<file path="src/rtl/spi_reg_pkg.sv">
// -----------------------------------------------------------------------------
// spi_reg_pkg
// Shared definitions for the SPI target / control-register file:
//   - FSM state encoding
//   - frame geometry (frame length, R/W bit, address and data fields)
//   - register address map
//   - address range helper
// No ports (package).
// -----------------------------------------------------------------------------
package spi_reg_pkg;

  typedef enum logic [1:0] {
    ST_IDLE = 2'd0,
    ST_RECV = 2'd1,
    ST_HOLD = 2'd2
  } state_e;

  // Frame geometry: [15] R/W (1 = write), [14:8] address, [7:0] data
  localparam int FRAME_BITS = 16;
  localparam int DATA_BITS  = 8;
  localparam int RW_BIT     = 15;
  localparam int ADDR_MSB   = 14;
  localparam int ADDR_LSB   = 8;
  localparam int ADDR_W     = ADDR_MSB - ADDR_LSB + 1;

  // Number of register output ports on the block
  localparam int REG_SLOTS = 5;

  localparam int ADDR_EN_OUT_LO = 0;
  localparam int ADDR_EN_OUT_HI = 1;
  localparam int ADDR_EN_PWM_LO = 2;
  localparam int ADDR_EN_PWM_HI = 3;
  localparam int ADDR_DUTY      = 4;

  function automatic logic addr_in_range(input logic [ADDR_W-1:0] addr,
                                         input int                num_regs);
    return int'(addr) < num_regs;
  endfunction

endpackage

</file>
<file path="src/rtl/spi_input_sync.sv">
// -----------------------------------------------------------------------------
// spi_input_sync
// Multi-flop synchroniser for one raw SPI pin, plus one extra flop holding the
// previous synchronised value so single-cycle rise/fall flags can be derived.
// Ports:
//   clk     system clock
//   rst     synchronous active-high reset (all flops load RST_VAL)
//   d_i     raw asynchronous input
//   q_o     synchronised value
//   prev_o  synchronised value delayed by one clk
//   rise_o  one-cycle flag: synchronised 0 -> 1
//   fall_o  one-cycle flag: synchronised 1 -> 0
// -----------------------------------------------------------------------------
module spi_input_sync #(
  parameter int   SYNC_STAGES = 2,
  parameter logic RST_VAL     = 1'b0
) (
  input  logic clk,
  input  logic rst,
  input  logic d_i,
  output logic q_o,
  output logic prev_o,
  output logic rise_o,
  output logic fall_o
);

  logic [SYNC_STAGES-1:0] sync_q;
  logic [SYNC_STAGES-1:0] sync_d;
  logic                   prev_q;

  assign sync_d = {sync_q[SYNC_STAGES-2:0], d_i};

  always_ff @(posedge clk) begin
    if (rst) begin
      sync_q <= {SYNC_STAGES{RST_VAL}};
      prev_q <= RST_VAL;
    end else begin
      sync_q <= sync_d;
      prev_q <= sync_q[SYNC_STAGES-1];
    end
  end

  assign q_o    = sync_q[SYNC_STAGES-1];
  assign prev_o = prev_q;
  assign rise_o = q_o & ~prev_q;
  assign fall_o = ~q_o & prev_q;

endmodule

</file>
<file path="src/rtl/spi_reg_file_sync.sv">
// -----------------------------------------------------------------------------
// spi_reg_file_sync
// SPI mode-0 target with a small control-register file for the PWM stage.
// Raw SCLK/COPI/nCS are oversampled in the clk domain; 16-bit frames write or
// read back one of the 8-bit registers. All register updates happen on clk.
//
// State table
//   state   | meaning
//   IDLE    | waiting for cs_n to fall
//   RECV    | shifting in frame bits, driving read data on cipo
//   HOLD    | frame is unusable (overrun or joined mid-frame); wait for cs_n
//
// Ports:
//   clk, rst         system clock, synchronous active-high reset
//   sclk_i, copi_i   raw SPI clock and controller-out data
//   cs_n_i           raw active-low chip select
//   cipo_o           target-out read data
//   cipo_oe_o        high while cipo_o carries read data
//   reg_0_o..reg_4_o output enables lo/hi, PWM enables lo/hi, duty cycle
//   wr_strobe_o      one-cycle pulse, aligned with the updated register value
//   frame_err_o      one-cycle pulse when a frame is discarded
// -----------------------------------------------------------------------------
module spi_reg_file_sync
  import spi_reg_pkg::*;
#(
  parameter int SYNC_STAGES = 2,
  parameter int NUM_REGS    = 5
) (
  input  logic       clk,
  input  logic       rst,
  input  logic       sclk_i,
  input  logic       copi_i,
  input  logic       cs_n_i,
  output logic       cipo_o,
  output logic       cipo_oe_o,
  output logic [7:0] reg_0_o,
  output logic [7:0] reg_1_o,
  output logic [7:0] reg_2_o,
  output logic [7:0] reg_3_o,
  output logic [7:0] reg_4_o,
  output logic       wr_strobe_o,
  output logic       frame_err_o
);

  localparam int CNT_W = $clog2(FRAME_BITS + 2);
  localparam logic [CNT_W-1:0] CNT_FULL = CNT_W'(FRAME_BITS);
  localparam logic [CNT_W-1:0] CNT_OVR  = CNT_W'(FRAME_BITS + 1);
  localparam logic [CNT_W-1:0] CNT_HDR  = CNT_W'(FRAME_BITS - DATA_BITS);

  // After reset the synchronisers hold their reset values, not the pins.
  // Edge flags are ignored until the chain (plus the edge flop) has been
  // refilled from the pins; only then is the real cs_n level judged.
  localparam int FLUSH_W = $clog2(SYNC_STAGES + 2);
  localparam logic [FLUSH_W-1:0] FLUSH_INIT = FLUSH_W'(SYNC_STAGES + 1);
  localparam logic [FLUSH_W-1:0] FLUSH_LAST = FLUSH_W'(1);

  // Synchronised pins
  logic sclk_q, sclk_prev, sclk_rise, sclk_fall;
  logic copi_q, copi_prev, copi_rise, copi_fall;
  logic cs_q, cs_prev, cs_rise, cs_fall;

  spi_input_sync #(.SYNC_STAGES(SYNC_STAGES), .RST_VAL(1'b0)) u_sync_sclk (
    .clk    (clk),
    .rst    (rst),
    .d_i    (sclk_i),
    .q_o    (sclk_q),
    .prev_o (sclk_prev),
    .rise_o (sclk_rise),
    .fall_o (sclk_fall)
  );

  spi_input_sync #(.SYNC_STAGES(SYNC_STAGES), .RST_VAL(1'b0)) u_sync_copi (
    .clk    (clk),
    .rst    (rst),
    .d_i    (copi_i),
    .q_o    (copi_q),
    .prev_o (copi_prev),
    .rise_o (copi_rise),
    .fall_o (copi_fall)
  );

  spi_input_sync #(.SYNC_STAGES(SYNC_STAGES), .RST_VAL(1'b1)) u_sync_cs (
    .clk    (clk),
    .rst    (rst),
    .d_i    (cs_n_i),
    .q_o    (cs_q),
    .prev_o (cs_prev),
    .rise_o (cs_rise),
    .fall_o (cs_fall)
  );

  logic unused_sync;
  assign unused_sync = ^{sclk_q, sclk_prev, copi_prev, copi_rise, copi_fall, cs_prev};

  // State
  state_e                  state_q, state_d;
  logic [CNT_W-1:0]        bit_cnt_q, bit_cnt_d;
  logic [FRAME_BITS-1:0]   rx_q, rx_d;
  logic [7:0]              tx_q, tx_d;
  logic                    cipo_oe_q, cipo_oe_d;
  logic [7:0]              regs_q [REG_SLOTS];
  logic [7:0]              regs_d [REG_SLOTS];
  logic                    wr_strobe_q, wr_strobe_d;
  logic                    frame_err_q, frame_err_d;
  logic [FLUSH_W-1:0]      flush_q, flush_d;
  // HOLD entered straight out of reset: the closing cs_n rise is not an error
  logic                    quiet_q, quiet_d;

  // Header fields as they sit in rx after 8 bits, and full-frame fields
  logic                    hdr_rw;
  logic [ADDR_W-1:0]       hdr_addr;
  logic                    frm_rw;
  logic [ADDR_W-1:0]       frm_addr;
  logic [DATA_BITS-1:0]    frm_data;
  logic [7:0]              rd_data;

  assign hdr_rw   = rx_q[RW_BIT - DATA_BITS];
  assign hdr_addr = rx_q[ADDR_MSB - DATA_BITS : ADDR_LSB - DATA_BITS];
  assign frm_rw   = rx_q[RW_BIT];
  assign frm_addr = rx_q[ADDR_MSB:ADDR_LSB];
  assign frm_data = rx_q[DATA_BITS-1:0];

  always_comb begin
    rd_data = '0;
    for (int i = 0; i < NUM_REGS; i++) begin
      if (hdr_addr == ADDR_W'(i)) rd_data = regs_q[i];
    end
  end

  always_ff @(posedge clk) begin
    if (rst) begin
      state_q     <= ST_IDLE;
      bit_cnt_q   <= '0;
      rx_q        <= '0;
      tx_q        <= '0;
      cipo_oe_q   <= 1'b0;
      wr_strobe_q <= 1'b0;
      frame_err_q <= 1'b0;
      flush_q     <= FLUSH_INIT;
      quiet_q     <= 1'b0;
      for (int i = 0; i < REG_SLOTS; i++) regs_q[i] <= '0;
    end else begin
      state_q     <= state_d;
      bit_cnt_q   <= bit_cnt_d;
      rx_q        <= rx_d;
      tx_q        <= tx_d;
      cipo_oe_q   <= cipo_oe_d;
      wr_strobe_q <= wr_strobe_d;
      frame_err_q <= frame_err_d;
      flush_q     <= flush_d;
      quiet_q     <= quiet_d;
      regs_q      <= regs_d;
    end
  end

  always_comb begin
    state_d     = state_q;
    bit_cnt_d   = bit_cnt_q;
    rx_d        = rx_q;
    tx_d        = tx_q;
    cipo_oe_d   = cipo_oe_q;
    wr_strobe_d = 1'b0;
    frame_err_d = 1'b0;
    flush_d     = flush_q;
    quiet_d     = quiet_q;
    regs_d      = regs_q;

    if (flush_q != '0) begin
      flush_d = flush_q - FLUSH_W'(1);
      // cs_n already low when we come out of reset: sit out this frame
      if (flush_q == FLUSH_LAST && !cs_q) begin
        state_d = ST_HOLD;
        quiet_d = 1'b1;
      end
    end else begin
      unique case (state_q)
        ST_IDLE: begin
          if (cs_fall) begin
            state_d   = ST_RECV;
            bit_cnt_d = '0;
            rx_d      = '0;
          end
        end

        ST_RECV: begin
          if (cs_rise) begin
            state_d   = ST_IDLE;
            tx_d      = '0;
            cipo_oe_d = 1'b0;
            if (bit_cnt_q != CNT_FULL) begin
              frame_err_d = 1'b1;
            end else if (frm_rw) begin
              if (addr_in_range(frm_addr, NUM_REGS)) begin
                for (int i = 0; i < NUM_REGS; i++) begin
                  if (frm_addr == ADDR_W'(i)) regs_d[i] = frm_data;
                end
                wr_strobe_d = 1'b1;
              end else begin
                frame_err_d = 1'b1;
              end
            end
          end else if (sclk_rise) begin
            rx_d = {rx_q[FRAME_BITS-2:0], copi_q};
            if (bit_cnt_q == CNT_FULL) begin
              bit_cnt_d = CNT_OVR;
              state_d   = ST_HOLD;
              quiet_d   = 1'b0;
              tx_d      = '0;
              cipo_oe_d = 1'b0;
            end else begin
              bit_cnt_d = bit_cnt_q + CNT_W'(1);
            end
          end else if (sclk_fall) begin
            // Header complete: present the addressed register MSB first
            if (bit_cnt_q == CNT_HDR && !hdr_rw && addr_in_range(hdr_addr, NUM_REGS)) begin
              tx_d      = rd_data;
              cipo_oe_d = 1'b1;
            end else if (cipo_oe_q) begin
              tx_d = {tx_q[6:0], 1'b0};
            end
          end
        end

        ST_HOLD: begin
          if (cs_rise) begin
            state_d     = ST_IDLE;
            frame_err_d = ~quiet_q;
            quiet_d     = 1'b0;
          end
        end

        default: state_d = ST_IDLE;
      endcase
    end
  end

  assign cipo_o      = tx_q[7];
  assign cipo_oe_o   = cipo_oe_q;
  assign wr_strobe_o = wr_strobe_q;
  assign frame_err_o = frame_err_q;

  assign reg_0_o = regs_q[ADDR_EN_OUT_LO];
  assign reg_1_o = regs_q[ADDR_EN_OUT_HI];
  assign reg_2_o = regs_q[ADDR_EN_PWM_LO];
  assign reg_3_o = regs_q[ADDR_EN_PWM_HI];
  assign reg_4_o = regs_q[ADDR_DUTY];

endmodule
</file>
<file path="config.mk">
export PLATFORM = sky130hd
export DESIGN_NAME = spi_reg_file_sync
export DESIGN_NICKNAME = d
export VERILOG_FILES = /design/src/rtl/spi_reg_pkg.sv /design/src/rtl/spi_input_sync.sv /design/src/rtl/spi_reg_file_sync.sv
export SDC_FILE = /design/constraint.sdc
export NUM_CORES = 1
export LEC_CHECK = 0
export BUFFER_PORTS_ARGS = -buffer_cell sky130_fd_sc_hd__buf_2
export CAP_MARGIN = 0
export CORE_MARGIN = 5
export CORE_UTILIZATION = 58
export DETAILED_ROUTE_END_ITERATION = 8
export GPL_TIMING_DRIVEN = 0
export PLACE_DENSITY_LB_ADDON = 0.12
export SYNTH_ARGS = -nofsm -noshare
export SYNTH_HDL_FRONTEND = slang
export SYNTH_SLANG_ARGS = --single-unit
</file>
<file path="constraint.sdc">
create_clock -name clk -period 2 [get_ports clk]
set_clock_uncertainty 0.05 [all_clocks]
set_input_delay 0.2 -clock clk [delete_from_list [all_inputs] [get_ports clk]]
set_output_delay 0.2 -clock clk [all_outputs]
set_load 0.01 [all_outputs]
</file>
==> flow_summary.ini <==
[detailed_routing]
firstDrtPassIters = 4
dr_wl_cell_microns = 17.3
drtAntennaViolNets = 0
route.vias.total = 3300
remaining_drc_errors = 0
dr.first_iter.drc_count = 212
vias_per_cell = 5.74
routed_wirelength_microns = 9960

[timing]
timing.setup.tns_ps = 0
hold_slack_ps = 342
worst_slew_pin_slew_ps = 541
setup_viols_final = 0
timing.fmax_mhz = 516
grt_setup_unrepaired = yes
hold_viol_final = 0
final_period_minus_worst_setup_slack_ps = 1940
pins_over_slew_limit = 0
timing.max_slew.rel_slack = 0.640
final.period_utilization = 0.970

[synth]
synthesis.area_sq_um = 3950
synth.yosys.warnings = 0
edff_count_synth = 0
synth_cell_type_count = 55
postSynthCellCount = 426
yosysSeqAreaShare = 0.431
synth.avg_cell_area_sq_um = 9.26
syn_nets = 439
synth-seq-cells = 85
synth_ff_type = dfxtp_1
synth_async_sr_flop_share = 0

[power]
power-per-cell-area_nw_per_um2 = 676
ir_drop_uv = 404
p_leak_nw = 2.06

[finish]
area_delta_synth_final_pct = 18.8
finalInstanceArea_sq_um = 4690
num-fill-cells = 546
mostFrequentLayoutCell = dfxtp_1
layout_utilization = 0.698
post_route_cells_drive_above_1_share = 0.253
number_of_diodes = 0
final_nets = 503
finish.cell_count_without_fillers = 575
final-seq-area_sq_um = 1710
layout_common_cells = dfxtp_1, nor2_1, buf_2
multi_input_combinational_cell_area_sq_um = 2120

[worst_setup_path]
worst-path-max-fanout = 10
cp-end-kind = flip-flop
critPathArrivalTime_ps = 2180
criticalPathCategory = reg2reg
cp-start-kind = flip-flop
required_ps = 2240

[placement]
gpl.final_weighted_congestion = 0.822
dp_cells = 553
post_dp_cell_area_sq_um = 4280
port_buffers = 47
hpwlAfterDp_microns = 6880

[grt]
vias_in_the_first_global_route = 3137
antenna_found_initial = 0
grt_start_max_net_pins = 18
global_route_wire_length_before_repair_microns = 16100
gr-total-overflow = 0
groute.usage.overall = 0.241

[job]
drv_cap = 0

[min_path]
hold_path.class = in2reg

[clock_network]
cts_tree = built
clkLatencyLatePin_ps = 370
cts-htree-levels = 3
clock_sink_total = 85
clkSlewWorstSetupHoldPaths_ps = 90
cts_buffers = 9
cts.root.buffer_cell = clkbuf_8
cts-root-to-sink-buffers = 2

[die]
row_count = 30
initial_utilization = 0.587
die_area_sq_um = 8550
die_w_microns = 92.5
core_box_area_sq_um = 6720
io-pin-count = 49
floorplan.die.height_microns = 92.5

[outcome]
outcome = completed
cell usage after synthesis, drive strengths merged, types with 2 or more instances:
| cell | instances | share of area |
|---|---|---|
| dfxtp | 85 | 0.43 |
| nor2 | 56 | 0.053 |
| mux2i | 44 | 0.11 |
| nand2 | 32 | 0.030 |
| a21oi | 30 | 0.038 |
| clkbuf | 26 | 0.030 |
| nand3 | 25 | 0.033 |
| nor2b | 11 | 0.017 |
| inv | 10 | 0.0095 |
| o21ai | 10 | 0.013 |
| ha | 8 | 0.025 |
| nand2b | 8 | 0.013 |
| buf | 7 | 0.015 |
| mux4 | 6 | 0.034 |
| nand4b | 6 | 0.013 |
| nor3 | 6 | 0.010 |
| a211oi | 5 | 0.0095 |
| and2 | 5 | 0.0079 |
| a211o | 4 | 0.0089 |
| or2 | 4 | 0.0063 |
| o211ai | 3 | 0.0057 |
| a22o | 2 | 0.0044 |
| a31oi | 2 | 0.0032 |
| and4 | 2 | 0.0044 |
| nand3b | 2 | 0.0038 |
| nand4 | 2 | 0.0070 |
| nor3b | 2 | 0.0038 |
| nor4 | 2 | 0.0070 |
| nor4b | 2 | 0.0060 |
| o21ba | 2 | 0.0051 |
| o22ai | 2 | 0.0032 |
power breakdown:
group          leakage, nW  total [W]  switching (W)  internal (W)
registers            0.688    0.00172      0.0000107       0.00171
clock network        0.105    0.00131       0.000704      0.000608
logic                 1.26   0.000138      0.0000853     0.0000528
total                 2.06    0.00317       0.000800       0.00237
cell type report:
| class | count | area share |
|---|---|---|
| multi-input cells | 298 | 0.452 |
| flip-flops and latches | 85 | 0.364 |
| repair buffers | 55 | 0.0673 |
| plain buffers | 31 | 0.0424 |
| clock buffers | 9 | 0.0264 |
| well taps | 80 | 0.0214 |
| clock inverters | 7 | 0.0184 |
| inverters | 10 | 0.00801 |
critical path, stage by stage (launching register included):
cell and delay [ps]:
dfxtp_1 340, inv_1 110, ha_2 250, nor2b_1 170
nor3_2 60, o31ai_2 330, clkbuf_4 280, o21ai_0 100
a21oi_1 160
routing by layer:
layer | global-route usage | up-vias | share of wire
li1 | - | 1620 | -
met1 | 0.331 | 1578 | 0.47
met2 | 0.373 | 91 | 0.47
met3 | 0.0520 | 11 | 0.053
met4 | 0.0842 | 0 | 0.014
met5 | 0 | - | 0
path summary, 6_finish.rpt:
check	end	slack, ps	depth (start not counted)	start
hold / removal	wr_strobe_o	340	2	rst
setup / recovery	bit_cnt_q[2]	60	8	state_q[0]
setup reg to reg	bit_cnt_q[2]	60	8	state_q[0]
hold reg to reg	u_sync_cs.sync_q[1]	360	1	u_sync_cs.sync_q[0]
metrics by stage:
step           total power (W)  setup slack [ps]
3_5_place_dp           0.00188              -278
5_1_grt                0.00329             -24.5
4_1_cts                0.00318             -14.6
6_report               0.00317              60.4
2_1_floorplan          0.00185               119
3_3_place_gp           0.00188              -217
registers in the layout, indices dropped and copies added (netlist names), 2 cells and up:
register	flops
bit_cnt_q	5
flush_q	2
reg_0_o	8
reg_1_o	8
reg_2_o	8
reg_3_o	8
reg_4_o	8
rx_q	16
state_q	2
tx_q	8
u_sync_copi.sync_q	2
u_sync_cs.sync_q	2
u_sync_sclk.sync_q	2
logic make-up after synthesis:
kind of cell	count (synthesis)	synth area share
xor gates and xnor gates	1	0.00222
and+or+nand+nor	171	0.233
adders and majority gates	8	0.0254
buffers and inverters	43	0.0545
muxes	51	0.149
AOI/OAI and AO/OA	67	0.105
DFF	85	0.431
timing repair:
item,CTS,global route
gates resized for setup,12,36
hold endpoints to repair,3,0
hold buffers,3,0
endpoints found under the setup margin,67,60
pin swaps,2,5
buffers inserted,4,1
Note: power is estimated with default switching activity, not from simulation.
